===== src/rtl/exec_alu_pkg.sv =====
// Shared instruction-class and operation codes for the execute-stage ALU.
// Shift op codes live beside the arith/logic codes so the issue logic sees one table.
package exec_alu_pkg;

    typedef enum logic [2:0] {
        SHIFT_REG   = 3'b000,
        ARITH_LOGIC = 3'b001,
        MEM_READ    = 3'b010,
        MEM_WRITE   = 3'b011,
        BRANCH      = 3'b100,
        JUMP        = 3'b101
    } opsel_e;

    typedef enum logic [2:0] {
        OP_ADD  = 3'b000,
        OP_HADD = 3'b001,
        OP_SUB  = 3'b010,
        OP_NOT  = 3'b011,
        OP_AND  = 3'b100,
        OP_OR   = 3'b101,
        OP_XOR  = 3'b110,
        OP_LHG  = 3'b111
    } alu_op_e;

    // 1xx shift codes pass the operand through unshifted.
    typedef enum logic [2:0] {
        SH_SLL = 3'b000,
        SH_SLA = 3'b001,
        SH_SRL = 3'b010,
        SH_SRA = 3'b011
    } shift_op_e;

    localparam int unsigned HALF_W = 16;

endpackage


===== src/rtl/exec_shifter.sv =====
// Iterative 1-bit-per-cycle shifter: loads on start_i, then steps once per cycle until the count drains.
// The step result is exposed combinationally so the caller can capture the final value on the last edge.
module exec_shifter
    import exec_alu_pkg::*;
#(
    parameter int unsigned WIDTH = 32,
    parameter int unsigned SHW   = 5
) (
    input  logic             clk,
    input  logic             rst,
    input  logic             start_i,
    input  logic [2:0]       op_i,
    input  logic [WIDTH-1:0] operand_i,
    input  logic [SHW-1:0]   cnt_i,
    output logic [WIDTH-1:0] step_res_o,
    output logic             step_carry_o,
    output logic             last_step_o
);

    logic [WIDTH-1:0] operand_q, operand_d;
    logic [SHW-1:0]   cnt_q, cnt_d;
    logic [2:0]       op_q, op_d;

    always_comb begin
        step_res_o   = operand_q;
        step_carry_o = 1'b0;
        case (op_q)
            SH_SLL, SH_SLA: begin
                step_res_o   = {operand_q[WIDTH-2:0], 1'b0};
                step_carry_o = operand_q[WIDTH-1];
            end
            SH_SRL: begin
                step_res_o   = {1'b0, operand_q[WIDTH-1:1]};
                step_carry_o = operand_q[0];
            end
            SH_SRA: begin
                step_res_o   = {operand_q[WIDTH-1], operand_q[WIDTH-1:1]};
                step_carry_o = operand_q[0];
            end
            default: ;
        endcase
    end

    assign last_step_o = (cnt_q == SHW'(1));

    always_comb begin
        operand_d = operand_q;
        cnt_d     = cnt_q;
        op_d      = op_q;
        if (start_i) begin
            operand_d = operand_i;
            cnt_d     = cnt_i;
            op_d      = op_i;
        end else if (cnt_q != '0) begin
            operand_d = step_res_o;
            cnt_d     = cnt_q - SHW'(1);
        end
    end

    always_ff @(posedge clk) begin
        if (rst) begin
            operand_q <= '0;
            cnt_q     <= '0;
            op_q      <= '0;
        end else begin
            operand_q <= operand_d;
            cnt_q     <= cnt_d;
            op_q      <= op_d;
        end
    end

endmodule


===== src/rtl/exec_alu.sv =====
// Execute-stage ALU: single-cycle arith/logic and load pass-through, multi-cycle shifts with busy stall.
module exec_alu
    import exec_alu_pkg::*;
#(
    parameter int unsigned WIDTH = 32,
    parameter int unsigned SHW   = $clog2(WIDTH)
) (
    input  logic             clk,
    input  logic             rst,
    input  logic [WIDTH-1:0] aluin1,
    input  logic [WIDTH-1:0] aluin2,
    input  logic [2:0]       operation,
    input  logic [2:0]       opselect,
    input  logic [SHW-1:0]   shift_number,
    input  logic             enable_arith,
    input  logic             enable_shift,
    output logic [WIDTH-1:0] aluout,
    output logic             carry,
    output logic             result_valid,
    output logic             busy
);

    typedef enum logic [1:0] {IDLE, SHIFT, DONE} state_e;

    state_e           state_q;
    logic [WIDTH-1:0] aluout_q;
    logic             carry_q, valid_q, busy_q;

    logic [WIDTH:0]   add_w, sub_w;
    logic [HALF_W:0]  hadd_w;
    logic [WIDTH-1:0] arith_res;
    logic             arith_carry, arith_hit;

    logic             shift_start;
    logic [WIDTH-1:0] sh_res;
    logic             sh_carry, sh_last;

    always_comb begin
        add_w       = {1'b0, aluin1} + {1'b0, aluin2};
        sub_w       = {1'b0, aluin1} - {1'b0, aluin2};
        hadd_w      = {1'b0, aluin1[HALF_W-1:0]} + {1'b0, aluin2[HALF_W-1:0]};
        arith_res   = '0;
        arith_carry = 1'b0;
        arith_hit   = 1'b0;
        if (opselect == ARITH_LOGIC) begin
            arith_hit = 1'b1;
            case (operation)
                OP_ADD:  begin arith_res = add_w[WIDTH-1:0]; arith_carry = add_w[WIDTH]; end
                OP_HADD: begin
                    arith_res   = {{(WIDTH-HALF_W){hadd_w[HALF_W-1]}}, hadd_w[HALF_W-1:0]};
                    arith_carry = hadd_w[HALF_W];
                end
                OP_SUB:  begin arith_res = sub_w[WIDTH-1:0]; arith_carry = sub_w[WIDTH]; end
                OP_NOT:  arith_res = ~aluin2;
                OP_AND:  arith_res = aluin1 & aluin2;
                OP_OR:   arith_res = aluin1 | aluin2;
                OP_XOR:  arith_res = aluin1 ^ aluin2;
                OP_LHG:  arith_res = {aluin2[HALF_W-1:0], {(WIDTH-HALF_W){1'b0}}};
                default: ;
            endcase
        end else if (opselect == MEM_READ) begin
            arith_hit = 1'b1;
            arith_res = aluin2;
        end
    end

    assign shift_start = (state_q == IDLE) && enable_shift && !enable_arith;

    exec_shifter #(
        .WIDTH (WIDTH),
        .SHW   (SHW)
    ) u_shifter (
        .clk          (clk),
        .rst          (rst),
        .start_i      (shift_start),
        .op_i         (operation),
        .operand_i    (aluin1),
        .cnt_i        (shift_number),
        .step_res_o   (sh_res),
        .step_carry_o (sh_carry),
        .last_step_o  (sh_last)
    );

    // The result is captured on the edge that enters DONE, so result_valid is
    // high during DONE itself and latency is shift_number+1 from the enable.
    always_ff @(posedge clk) begin
        if (rst) begin
            state_q  <= IDLE;
            aluout_q <= '0;
            carry_q  <= 1'b0;
            valid_q  <= 1'b0;
            busy_q   <= 1'b0;
        end else begin
            valid_q <= 1'b0;
            case (state_q)
                IDLE: begin
                    if (enable_arith) begin
                        if (arith_hit) begin
                            aluout_q <= arith_res;
                            carry_q  <= arith_carry;
                            valid_q  <= 1'b1;
                        end
                    end else if (enable_shift) begin
                        busy_q <= 1'b1;
                        if (shift_number == '0) begin
                            aluout_q <= aluin1;
                            carry_q  <= 1'b0;
                            valid_q  <= 1'b1;
                            state_q  <= DONE;
                        end else begin
                            state_q  <= SHIFT;
                        end
                    end
                end
                SHIFT: begin
                    if (sh_last) begin
                        aluout_q <= sh_res;
                        carry_q  <= sh_carry;
                        valid_q  <= 1'b1;
                        state_q  <= DONE;
                    end
                end
                DONE: begin
                    busy_q  <= 1'b0;
                    state_q <= IDLE;
                end
                default: state_q <= IDLE;
            endcase
        end
    end

    assign aluout       = aluout_q;
    assign carry        = carry_q;
    assign result_valid = valid_q;
    assign busy         = busy_q;

endmodule


===== config.mk =====
export PLATFORM = sky130hd
export DESIGN_NAME = exec_alu
export DESIGN_NICKNAME = d
export VERILOG_FILES = /design/src/rtl/exec_alu_pkg.sv /design/src/rtl/exec_shifter.sv /design/src/rtl/exec_alu.sv
export SDC_FILE = /design/constraint.sdc
export NUM_CORES = 1
export LEC_CHECK = 0
export ABC_AREA = 1
export CAP_MARGIN = 10
export CORE_AREA = 2 2 170 172
export DETAILED_ROUTE_END_ITERATION = 12
export DIE_AREA = 0 0 172 174
export GPL_ROUTABILITY_DRIVEN = 1
export REMOVE_ABC_BUFFERS = 1
export SYNTH_ARGS = -nofsm -noshare
export SYNTH_HDL_FRONTEND = slang
export SYNTH_SLANG_ARGS = --single-unit

===== constraint.sdc =====
create_clock -name clk -period 2.5 [get_ports clk]
set_input_delay 0.375 -clock clk [delete_from_list [all_inputs] [get_ports clk]]
set_output_delay 0.375 -clock clk [all_outputs]
set_load 0.05 [all_outputs]

* After elaboration in Yosys (flattened, before gate mapping)
Cells that the tools add are included.
Storage, ports and cells: register bits 77, input bits 79, output and inout port bits 35, word-level logic and storage cells 92
Cells by class: $add $sub $neg 4, eq/ne operators 21, multiplexer cells 39, bitwise operators 4, reduce and logical (&&, ||, !) cells 16
Operators by type and width (number):
- $mux W32 | 9
- $pmux W32 S8 | 1
- $pmux W32 S3 | 1
- $pmux W32 S2 | 1
- $add A32 B32 Y33 | 1
- $sub A32 B32 Y33 | 1
- $and A32 B32 Y32 | 1
- $not A32 Y32 | 1
- $or A32 B32 Y32 | 1
- $xor A32 B32 Y32 | 1
- $add A16 B16 Y17 | 1
- $eq A3 B2 Y1 const B | 5
- $mux W1 | 15
- $eq A3 B3 Y1 const B | 4
- $mux W5 | 2
- $eq A3 B1 Y1 const B | 3
- $mux W2 | 4
- $pmux W1 S2 | 4
- $logic_not A3 Y1 | 2
- $ne A2 B2 Y1 const B | 3
- $ne A3 B3 Y1 const B | 2
- $reduce_and A3 Y1 | 2
- $reduce_bool A2 Y1 | 3
- $eq A5 B1 Y1 const B | 1
- other kinds (13) | 15

* Longest topological paths before layout
depth after elaboration 6, mapped depth 21, depth with buffers taken out 21

* Modules after synthesis
Synthesis repeated with hierarchy kept, for this count alone.
Unflattened totals: cells, all modules 2226, area total of the unflattened synthesis 11967.7 µm²
By module, submodules not included:
- exec_alu | times used 1, cells an instance 1739, area each 9113.7 µm², sequential area each 740.7 µm²
- exec_shifter | times used 1, cells an instance 487, area each 2854.0 µm², sequential area each 800.8 µm²

* Worst setup path before layout
No wires, ideal clock.
path type input port to flip-flop, from input port aluin1[0], to register aluout_q[30], in the netlist aluout[30], setup time 0.135 ns, arrival 2.101 ns, data required time 2.365 ns, path slack 0.264 ns, stages on the path 20, buffers on the path 0, cell sequence ha_1 fa_1 nand3_1 nand3_1 nand2_1 nand2_1 nand2_1 nand2_1 nand2_1 nand2_1 nand2_1 nand3_1 nand2_1 inv_1 nand2_1 nand2_1 nand2_1 nand2_1 nand2_1 a21oi_2
On the way: cells in the longest elaborated chain, start to end 6, elaborated cells on any way between the ends 8, classes of those cells add/sub: 3; mux: 5
RTL lines:
- start, declared | line exec_alu.sv:10 | input logic [WIDTH-1:0] aluin1,
- $sub A32 B32 Y33, or another cell as far along | line exec_alu.sv:40 | sub_w = {1'b0, aluin1} - {1'b0, aluin2};
- $pmux W32 S8 * | line exec_alu.sv:47 | case (operation)
- $mux W32 * | line exec_alu.sv:45 | if (opselect == ARITH_LOGIC) begin
- $mux W32 * | line exec_alu.sv:98 | if (arith_hit) begin
- $mux W32 * | line exec_alu.sv:97 | if (enable_arith) begin
- $pmux W32 S2 * | line exec_alu.sv:95 | case (state_q)
- end signal, assigned | line exec_alu.sv:99 | aluout_q <= arith_res;
- end signal, assigned | line exec_alu.sv:106 | aluout_q <= aluin1;
- end signal, assigned | line exec_alu.sv:117 | aluout_q <= sh_res;
- end, declared | line exec_alu.sv:26 | logic [WIDTH-1:0] aluout_q;
Mark *: on every way between the ends. The rest lies on a longest branch, timed or not. The select of a mux whose other input is x is not followed. A chain may end at the register's enable or synchronous reset.

* Final worst setup path
from input port aluin1[15], to register aluout_q[16], in the netlist aluout[16]
The elaborated chain is that of the path after synthesis.

==> results.sh <==
export IMPL_clk_latency_ns=0.35
export IMPL_start_util_pct=39.4
export IMPL_slowest_delay_ns=0.29
export IMPL_synthMuxAreaShare_pct=0
export IMPL_r2r_start="state_q[1]"
export IMPL_synth_cells=1998
export IMPL_port_buffers=113
export IMPL_grt_start_max_net_pins=50
export IMPL_drt_iter0_markers=1575
export IMPL_drc_errors=0
export IMPL_fin_nets=2640
export IMPL_drv_slew=0
export IMPL_worstPathRequired_ns=2.73
export IMPL_cts_root_buffer="clkbuf_16"
export IMPL_final_cells=2848
export IMPL_layout_drive_gt1_share_pct=32.3
export IMPL_period_share_pct=94.9
export IMPL_via_count=15500
export IMPL_grt_pass1_vias=14900
export IMPL_critical_path_class="in2reg"
export IMPL_synth_edff_count=0
export IMPL_setup_viol=0
export IMPL_cts_tree="done"
export IMPL_status="completed"
export IMPL_synth_top_family_by_area="simple AND/OR/NAND/NOR gates"
export IMPL_multi_input_area_um2=9230
export IMPL_hp_class="in2reg"
export IMPL_hold_ws_ns=0.296
export IMPL_routed_wl_um=55700
export IMPL_seqCellArea_um2=1540
export IMPL_drt_pass1_iter_count=6
export IMPL_finClkSkew_ns=0.00609
export IMPL_cp_slowest_cell="dlygate4sd2_1"
export IMPL_critPathMostFrequentCell="nand2_1"
export IMPL_avgSynthCellArea_um2=5.57
export IMPL_fill_cells=2827
export IMPL_num_rows=62
export IMPL_synth_area_leaders="nand2_1, dfxtp_1, ha_1"
export IMPL_synth_compound_area_share_pct=22.2
export IMPL_routedWlPerCell_um=19.6
export IMPL_dp_hpwl_um=44600
export IMPL_synth_largest_area_cell="nand2_1"
export IMPL_yosysMostFrequentCell="nand2_1"
export IMPL_antenna_found_initial=2
export IMPL_chipWidth_um=172
export IMPL_htreeDepth=3
export IMPL_arrival_ns=2.61
export IMPL_worstHoldStart="rst"
export IMPL_cp_start_kind="input pin"
export IMPL_p_leak_nw=9.02
export IMPL_crit_chain="dlygate4sd2_1 > inv_2 > ha_4 > buf_4 > inv_1 > nand2_1 > inv_2 > nand2_2 > inv_2 > nand2_1 > buf_4 > nor2_2 > o21ai_1 > nand2_1 > o21ai_1 > o21bai_1 > nand2_1 > nand2_1 > a21oi_1"
export IMPL_synthXorXnorAreaFrac_pct=1.02
export IMPL_grt_usage_pct=36.7
export IMPL_area_growth_pct=56.0
export IMPL_irDropWorstVdd_mv=0.679
export IMPL_clock_sinks=77
export IMPL_clkTransAtPathRegs_ns=0.06
export IMPL_syn_area_um2=11100
export IMPL_path_max_fanout=5
export IMPL_synthSimpleGateAreaFrac_pct=36.3
export IMPL_synth_fa_ha_area_share_pct=11.5
export IMPL_synth_top_area_share_pct=21.1
export IMPL_tightestPinTransition_ns=0.714
export IMPL_postRouteAntennaNets=0
export IMPL_gp_congestion=1.02
export IMPL_rsz0062_at_grt="yes"
export IMPL_synth_yosys_warnings=0
export IMPL_overflow=0
export IMPL_synth_ff_type="dfxtp_1"
export IMPL_drv_cap=0
export IMPL_p_per_area_nw_per_um2=439
export IMPL_clock_fmax_mhz=421
export IMPL_async_reset_ff_share_pct=0
export IMPL_ys_seq_area_share_pct=13.8
export IMPL_io_pins=114
export IMPL_synth_distinct_cells=54
export IMPL_post_place_cells=2803
export IMPL_ys_ff_latch=77
export IMPL_synth_common_cells="nand2_1, inv_1, a21oi_1, nor2_1, nand3_1"
export IMPL_dieHeight_um=174
export IMPL_grt_first_pass_wirelength_um=84200
export IMPL_core_area_um2=28200
export IMPL_clock_path_buffers=2
export IMPL_die_area_um2=29900
export IMPL_power_mw=7.62
export IMPL_slew_headroom_pct=52.4
export IMPL_hold_violations=0
export IMPL_cp_end_kind="flip-flop"
export IMPL_startpoint="aluin1[15]"
export IMPL_cts_inserted_buffers=9
export IMPL_fin_crit_ns=2.37
export IMPL_vias_per_cell=5.44
-- area by class of cell --
| cell class | count | share of cell area, % |
|---|---|---|
| repair buffers | 541 | 26.4 |
| clock buffers | 13 | 1.50 |
| flip-flops and latches | 77 | 8.87 |
| well taps | 384 | 2.76 |
| diodes | 1 | 0.0144 |
| clock inverters | 1 | 0.0432 |
| multi-input cells | 1495 | 53.1 |
| inverters | 336 | 7.30 |
-- worst max-delay path, delay by kind of cell --
family                   cells  cell delay [ns]
adder cells (fa/ha/maj)      1             0.25
AND/OR/NAND/NOR              7             0.60
AO/OA/AOI/OAI                4             0.44
buffers and inverters        7             0.94
-- cell families after synthesis --
group           after synthesis
flops                        77
fa+ha+maj                   101
xor+xnor                     13
simple gates                981
buf+inv                     426
compound gates              400
-- power breakdown --
| part | internal (mW) | switching [mW] |
|---|---|---|
| Sequential | 1.42 | 0.119 |
| Clock | 0.716 | 0.499 |
| Combinational | 1.93 | 2.94 |
| Total | 4.07 | 3.56 |
-- layer usage --
metal	routed length, um	vias up	GRT usage, %	part of all wire (%)
li1	-	7399	-	-
met1	24400	7208	52.0	44
met2	24000	762	56.9	43
met3	5240	109	5.35	9.4
met4	2040	2	11.7	3.7
met5	12	-	0	0.022
-- stage by stage --
step           instance area [um^2]  setup slack [ns]  TNS, ns  utilization [%]
4_1_cts                       16600           -0.0197  -0.0227             58.9
3_5_place_dp                  15500            -0.692   -17.72             54.8
5_1_grt                       17400           -0.0226  -0.0718             61.5
6_report                      17400             0.126        0             61.5
2_1_floorplan                 10700            -0.364    -8.49                -
3_3_place_gp                  15500            -0.690   -17.06             54.8
-- registers in the layout, indices dropped and copies added (netlist names) --
signal	cells
aluout	32
u_shifter.op_q	3
state_q	2
carry	1
u_shifter.operand_q	32
u_shifter.cnt_q	5
result_valid	1
busy	1
-- path summary, 6_finish.rpt --
path | end | slack (ns) | cells past startpoint
worst max-delay path | aluout[16] | 0.13 | 19
worst min register to register | aluout[9] | 0.47 | 2
worst max register to register | aluout[25] | 0.56 | 7
worst min-delay path | aluout[21] | 0.30 | 2
-- layout by cell type (no fill, tap or decap), drive strengths merged, types with 32 or more instances in the layout --
master	instances
inv	332
ha	99
o221ai	40
dfxtp	77
clkdlybuf4s50	54
dlymetal6s2s	32
nor2	165
nand2	637
o22ai	59
buf	429
o21ai	63
nand3	119
a21oi	169
-- repair_timing --
| action | 4_1_cts | 5_1_grt |
|---|---|---|
| buffers inserted | 18 | 12 |
| pin swaps | 39 | 70 |
| hold buffers | 0 | 0 |
| setup endpoints to repair | 29 | 31 |
| gates resized for setup | 231 | 225 |
| endpoints found under the hold margin | 0 | 0 |
No activity file was read; power rests on OpenSTA's default activity.
